<file path="config.mk">
export PLATFORM = sky130hd
export DESIGN_NAME = xadc_scan_avg
export DESIGN_NICKNAME = d
export VERILOG_FILES = /design/src/rtl/xadc_scan_avg.sv
export SDC_FILE = /design/constraint.sdc
export NUM_CORES = 1
export LEC_CHECK = 0
export ABC_AREA = 1
export CELL_PAD_IN_SITES_DETAIL_PLACEMENT = 0
export CELL_PAD_IN_SITES_GLOBAL_PLACEMENT = 1
export CORE_MARGIN = 4
export CORE_UTILIZATION = 40
export DETAILED_ROUTE_END_ITERATION = 8
export GPL_ROUTABILITY_DRIVEN = 1
export GPL_TIMING_DRIVEN = 0
export PLACE_DENSITY_LB_ADDON = 0.3
export RECOVER_POWER = 25
export SLEW_MARGIN = 5
export SYNTH_ARGS = -nofsm -noshare
export SYNTH_HDL_FRONTEND = slang
export SYNTH_SLANG_ARGS = --single-unit
export TNS_END_PERCENT = 1
</file>
<file path="constraint.sdc">
create_clock -name CLK100MHZ -period 2.8 [get_ports CLK100MHZ]
set_clock_uncertainty 0.15 [all_clocks]
set_input_delay 0.56 -clock CLK100MHZ [delete_from_list [all_inputs] [get_ports CLK100MHZ]]
set_output_delay 0.56 -clock CLK100MHZ [all_outputs]
set_load 0.02 [all_outputs]
</file>
<file path="src/rtl/xadc_scan_avg.sv">
// Round-robin XADC DRP scanner: burst-averages each enabled channel, flags over-range
// samples and snapshots the latest per-channel averages on a free-running frame timer.
module xadc_scan_avg #(
    parameter int unsigned         NUM_CH       = 4,
    parameter logic [7*NUM_CH-1:0] ADDR_LIST    = {7'h1F, 7'h1E, 7'h17, 7'h16},
    parameter int unsigned         AVG_LOG2     = 2,
    parameter int unsigned         FRAME_CYCLES = 10_000_000,
    parameter logic [15:0]         OVR_THRESH   = 16'hFFD0,
    parameter int unsigned         DRDY_TIMEOUT = 255
) (
    input  logic                  CLK100MHZ,
    input  logic                  CPU_RESETN,
    input  logic [NUM_CH-1:0]     ch_en,
    input  logic                  eoc_in,
    input  logic                  drdy_in,
    input  logic [15:0]           do_in,
    output logic                  den_out,
    output logic [6:0]            daddr_out,
    output logic [15:0]           sample_data,
    output logic [2:0]            sample_ch,
    output logic                  sample_valid,
    output logic [NUM_CH-1:0]     over_range,
    output logic                  timeout_err,
    output logic                  frame_tick,
    output logic [16*NUM_CH-1:0]  frame_data
);
    localparam int unsigned ACC_W  = 12 + AVG_LOG2;
    localparam int unsigned CNT_W  = AVG_LOG2 + 1;
    localparam int unsigned FRM_W  = (FRAME_CYCLES > 1) ? $clog2(FRAME_CYCLES) : 1;
    localparam int unsigned WAIT_W = $clog2(DRDY_TIMEOUT + 1);
    localparam logic [CNT_W-1:0]  BURST_LEN = CNT_W'(2 ** AVG_LOG2);
    localparam logic [2:0]        PTR_LAST  = 3'(NUM_CH - 1);
    localparam logic [FRM_W-1:0]  FRM_LAST  = FRM_W'(FRAME_CYCLES - 1);
    localparam logic [WAIT_W-1:0] WAIT_LAST = WAIT_W'(DRDY_TIMEOUT - 1);

    typedef enum logic [1:0] {StSelect, StWaitEoc, StWaitDrdy, StEmit} state_e;

    state_e              state_q, state_d;
    logic [2:0]          ptr_q, ptr_d, ptr_inc;
    logic [6:0]          daddr_q, daddr_d, ch_addr;
    logic                ch_hit;
    logic [ACC_W-1:0]    acc_q, acc_d, acc_sum;
    logic [CNT_W-1:0]    cnt_q, cnt_d;
    logic                burst_ovr_q, burst_ovr_d, sample_ovr;
    logic [WAIT_W-1:0]   wait_q, wait_d;
    logic                den_q, den_d;
    logic [15:0]         sample_data_q, sample_data_d;
    logic [2:0]          sample_ch_q, sample_ch_d;
    logic                sample_valid_q, sample_valid_d;
    logic [NUM_CH-1:0]   over_range_q, over_range_d;
    logic                timeout_q, timeout_d;
    logic [15:0]         shadow_q [NUM_CH];
    logic [15:0]         shadow_d [NUM_CH];
    logic [FRM_W-1:0]    frm_q, frm_d;
    logic                frame_tick_q, frame_tick_d;
    logic [16*NUM_CH-1:0] frame_data_q, frame_data_d;

    always_comb begin
        ch_hit  = 1'b0;
        ch_addr = 7'h00;
        for (int i = 0; i < NUM_CH; i++) begin
            if (ptr_q == 3'(i)) begin
                ch_hit  = ch_en[i];
                ch_addr = ADDR_LIST[7*i +: 7];
            end
        end
    end

    assign ptr_inc    = (ptr_q == PTR_LAST) ? 3'd0 : ptr_q + 3'd1;
    assign acc_sum    = acc_q + ACC_W'(do_in[15:4]);
    assign sample_ovr = (do_in > OVR_THRESH);

    always_comb begin
        state_d        = state_q;
        ptr_d          = ptr_q;
        daddr_d        = daddr_q;
        acc_d          = acc_q;
        cnt_d          = cnt_q;
        burst_ovr_d    = burst_ovr_q;
        wait_d         = wait_q;
        den_d          = 1'b0;
        sample_data_d  = sample_data_q;
        sample_ch_d    = sample_ch_q;
        sample_valid_d = 1'b0;
        over_range_d   = over_range_q;
        timeout_d      = timeout_q;
        shadow_d       = shadow_q;
        case (state_q)
            StSelect: begin
                if (ch_hit) begin
                    daddr_d     = ch_addr;
                    acc_d       = '0;
                    cnt_d       = '0;
                    burst_ovr_d = 1'b0;
                    state_d     = StWaitEoc;
                end else begin
                    ptr_d = ptr_inc;
                end
            end
            StWaitEoc: begin
                if (eoc_in) begin
                    den_d   = 1'b1;
                    wait_d  = '0;
                    state_d = StWaitDrdy;
                end
            end
            StWaitDrdy: begin
                if (drdy_in) begin
                    acc_d       = acc_sum;
                    cnt_d       = cnt_q + CNT_W'(1);
                    burst_ovr_d = burst_ovr_q | sample_ovr;
                    // Outputs are registered here so they appear during the StEmit cycle.
                    if (cnt_q + CNT_W'(1) == BURST_LEN) begin
                        sample_data_d  = {acc_sum[ACC_W-1 -: 12], 4'b0000};
                        sample_ch_d    = ptr_q;
                        sample_valid_d = 1'b1;
                        for (int i = 0; i < NUM_CH; i++) begin
                            if (ptr_q == 3'(i)) begin
                                shadow_d[i]     = {acc_sum[ACC_W-1 -: 12], 4'b0000};
                                over_range_d[i] = burst_ovr_q | sample_ovr;
                            end
                        end
                        state_d = StEmit;
                    end else begin
                        state_d = StWaitEoc;
                    end
                end else if (wait_q == WAIT_LAST) begin
                    timeout_d = 1'b1;
                    ptr_d     = ptr_inc;
                    state_d   = StSelect;
                end else begin
                    wait_d = wait_q + WAIT_W'(1);
                end
            end
            StEmit: begin
                ptr_d   = ptr_inc;
                state_d = StSelect;
            end
            default: state_d = StSelect;
        endcase
    end

    // Snapshot reads the next-state shadow so an emit on the terminal cycle is included.
    always_comb begin
        frm_d        = (frm_q == FRM_LAST) ? '0 : frm_q + FRM_W'(1);
        frame_tick_d = (frm_q == FRM_LAST);
        frame_data_d = frame_data_q;
        if (frm_q == FRM_LAST) begin
            for (int i = 0; i < NUM_CH; i++) begin
                frame_data_d[16*i +: 16] = shadow_d[i];
            end
        end
    end

    always_ff @(posedge CLK100MHZ or negedge CPU_RESETN) begin
        if (!CPU_RESETN) begin
            state_q        <= StSelect;
            ptr_q          <= '0;
            daddr_q        <= '0;
            acc_q          <= '0;
            cnt_q          <= '0;
            burst_ovr_q    <= 1'b0;
            wait_q         <= '0;
            den_q          <= 1'b0;
            sample_data_q  <= '0;
            sample_ch_q    <= '0;
            sample_valid_q <= 1'b0;
            over_range_q   <= '0;
            timeout_q      <= 1'b0;
            for (int i = 0; i < NUM_CH; i++) shadow_q[i] <= '0;
            frm_q          <= '0;
            frame_tick_q   <= 1'b0;
            frame_data_q   <= '0;
        end else begin
            state_q        <= state_d;
            ptr_q          <= ptr_d;
            daddr_q        <= daddr_d;
            acc_q          <= acc_d;
            cnt_q          <= cnt_d;
            burst_ovr_q    <= burst_ovr_d;
            wait_q         <= wait_d;
            den_q          <= den_d;
            sample_data_q  <= sample_data_d;
            sample_ch_q    <= sample_ch_d;
            sample_valid_q <= sample_valid_d;
            over_range_q   <= over_range_d;
            timeout_q      <= timeout_d;
            shadow_q       <= shadow_d;
            frm_q          <= frm_d;
            frame_tick_q   <= frame_tick_d;
            frame_data_q   <= frame_data_d;
        end
    end

    assign den_out      = den_q;
    assign daddr_out    = daddr_q;
    assign sample_data  = sample_data_q;
    assign sample_ch    = sample_ch_q;
    assign sample_valid = sample_valid_q;
    assign over_range   = over_range_q;
    assign timeout_err  = timeout_q;
    assign frame_tick   = frame_tick_q;
    assign frame_data   = frame_data_q;

endmodule

</file>
==> flow_summary.ini <==
[sta]
setup_viol = 0
holdWs_ns = 0.311
worst_pin_slew_ns = 1.38
setup_tns_ns = 0
finalCriticalPeriod_ns = 2.60
fmax_ghz = 0.385
finalMaxSlewViolations = 0
fin_crit_sh_pct = 92.9
hold_violations = 0
rsz0062_at_grt = true
slew_headroom_pct = 7.95

[run]
maxCapViolations = 0

[routing]
vias = 7659
drt_iter0_markers = 503
wl_mm = 25.0
drc = 0
ant_nets = 0
via_per_inst = 4.78
dr.pass1.iters = 6
wl_per_cell_um = 15.6

[cts]
clock_sinks = 209
clock_path_buffers = 3
clk_latency_ns = 0.51
numCtsBuffers = 23
cts_tree = yes
htree_levels = 1
clk_pin_slew_ns = 0.06
cts_root_buf = clkbuf_16

[synth]
synth_cells = 1120
yosys_warnings = 0
synth_most_common_cell = nand2_1
synth_top_area_share_pct = 54.8
synth_top_area_cell = dfrtp_1
ys_async_sr_fraction_pct = 100
netlist_top_cells_count = nand2_1, dfrtp_1, inv_1, nand3_1, nor2_1
synth_flop_cell = dfrtp_1
synth_edf_count = 0
ys_seq_area_share_pct = 54.8
ys_types = 40
synth.avg_cell_area_um2 = 8.52
ys_ff_latch = 209
mappedNetlistArea_um2 = 9540
synth_area_leaders = dfrtp_1, nand2_1, nand3_1

[final_layout]
num-fill-cells = 2260
antennaDiodeCount = 0
syn_to_final_growth_pct = 24.6
layout.nets = 1313
fin_cells = 1603
final_util_pct = 50.7
drive_gt1_share_pct = 8.88

[floorplan]
die_area_um2 = 26400
initial_core_util_pct = 40.6
rows = 56
fp.dieH_um = 162
pin_count = 122
die_x_um = 162
core-area_um2 = 23500

[grt]
antenna_found_initial = 1
track_usage_pct = 19.4
grt_pass1_vias = 7743
grt_pass1_wl_mm = 41.4
grt_max_degree = 115
grt_overflow = 0

[setup_path]
critPathCaptureType = flip-flop
crit_arrival_ns = 2.90
crit_path_start_kind = input pin
crit_type = in -> reg
worstRegToRegCells = 9
required_ns = 3.10
path_max_fanout = 6

[hold_path]
hold_depth = 2
hold_path_class = reg -> reg

[power_and_ir_drop]
power_w = 0.00829
p_per_area_nw_per_um2 = 697
leakage_nw = 5.96
vdd_drop_max_v = 0.000420

[outcome]
status = finished clean

[placement]
dp_hpwl_mm = 17.9
io_buffers = 115
gp_congestion = 0.842
dp.cells = 1560
[power breakdown]
part	internal [W]	switching [W]
combinational	0.000607	0.00134
clock	0.00174	0.00120
sequential	0.00325	0.000145
total	0.00560	0.00269
[cell usage in the layout, fill, tap and decap left out, types with 2 or more instances in the layout]
cell / synthesis / layout
inv_1: 105 / 104
xnor2_1: 2 / 2
nand3b_1: 5 / 5
clkdlybuf4s50_1: 0 / 114
nand2_1: 371 / 369
nor2_1: 73 / 73
o21a_1: 4 / 4
or2_2: 30 / 30
a31oi_1: 3 / 3
nor3_1: 10 / 10
a21oi_1: 11 / 11
nor2_4: 2 / 2
o21ai_0: 53 / 51
ha_1: 21 / 21
conb_1: 1 / 6
nand2_2: 3 / 5
clkbuf_1: 9 / 15
inv_2: 5 / 6
nor4_1: 5 / 5
nand4_1: 15 / 15
clkbuf_8: 0 / 5
and2_1: 23 / 23
xor2_1: 19 / 18
clkinv_2: 0 / 5
nand3_1: 94 / 95
dfrtp_1: 209 / 209
buf_4: 8 / 8
buf_2: 18 / 18
o21ai_1: 7 / 9
clkbuf_16: 0 / 23
[layer usage]
metal  up-vias  GRT usage, %  routed length (um)
li1       3827             -                   -
met5         -             0                   0
met3        28          3.32                1200
met2       167          30.8               11500
met1      3637          28.0               11900
met4         0          4.38                 470
[path summary, 6_finish.rpt]
| check | start | to | slack (ns) |
|---|---|---|---|
| min in group asynchronous | CPU_RESETN | shadow_q[5]$_DFF_PN0_ | 0.81 |
| setup reg to reg | cnt_q[0]$_DFFE_PN0P_ | frame_data[4]$_DFFE_PN0P_ | 0.20 |
| setup / recovery | do_in[4] | frame_data[62]$_DFFE_PN0P_ | 0.20 |
| hold / removal | shadow_q[16]$_DFF_PN0_ | shadow_q[16]$_DFF_PN0_ | 0.31 |
| hold reg to reg | shadow_q[16]$_DFF_PN0_ | shadow_q[16]$_DFF_PN0_ | 0.31 |
| max in group asynchronous | CPU_RESETN | shadow_q[47]$_DFF_PN0_ | 0.49 |
[per-stage QoR]
step           setup WS [ns]  cell area, um^2
3_3_place_gp           -8.11            11100
6_report               0.199            11900
2_1_floorplan          0.488             9560
4_1_cts               0.0572            11900
3_5_place_dp          -0.466            11100
5_1_grt             -0.00641            11900
[area by class of cell]
| class | count | area, um^2 | share of cell area (%) |
|---|---|---|---|
| tap | 319 | 399 | 3.36 |
| sequential | 209 | 5230 | 44.0 |
| timing repair buffer | 117 | 1190 | 9.98 |
| clock buffer | 34 | 667 | 5.61 |
| clock inverter | 8 | 71.3 | 0.600 |
| inverter | 111 | 417 | 3.50 |
| buffer | 36 | 195 | 1.64 |
| multi-input combinational | 769 | 3720 | 31.3 |
[sequential cells by signal, indices dropped and copies added (netlist names)]
name,count
acc_q,14
burst_ovr_q,1
cnt_q,3
daddr_out,3
den_out,1
frame_data,64
frame_tick,1
frm_q,24
over_range,4
ptr_q,3
sample_ch,3
sample_data,12
sample_valid,1
shadow_q,64
state_q,2
timeout_err,1
wait_q,8
[worst max-delay path, cell delays in order]
cell and delay, ns:
clkdlybuf4s50_1 0.44, ha_1 0.26, fa_1 0.44, nand3_1 0.12
nand3_1 0.16, nand3_1 0.17, nand4_1 0.28, nand3_1 0.26
nand3_1 0.13, nand2_1 0.07
[logic make-up (layout without fill, tap and decap cells)]
family	after synthesis	in the layout	share of synthesized area, %
simple gates	636	636	29.0
flops	209	209	54.8
buf+inv	147	306	6.41
compound gates	83	83	4.68
fa+ha+maj	22	22	2.96
xor+xnor	21	21	1.93
other cells	1	6	0.0393
mux	1	1	0.105
[repair_timing]
action | CTS | global route
hold buffers | 1 | 0
hold endpoints to repair | 95 | 0
setup buffers | 0 | 0
resized for setup | 0 | 6
endpoints found under the setup margin | 0 | 10
No activity file was read; power rests on OpenSTA's default activity.
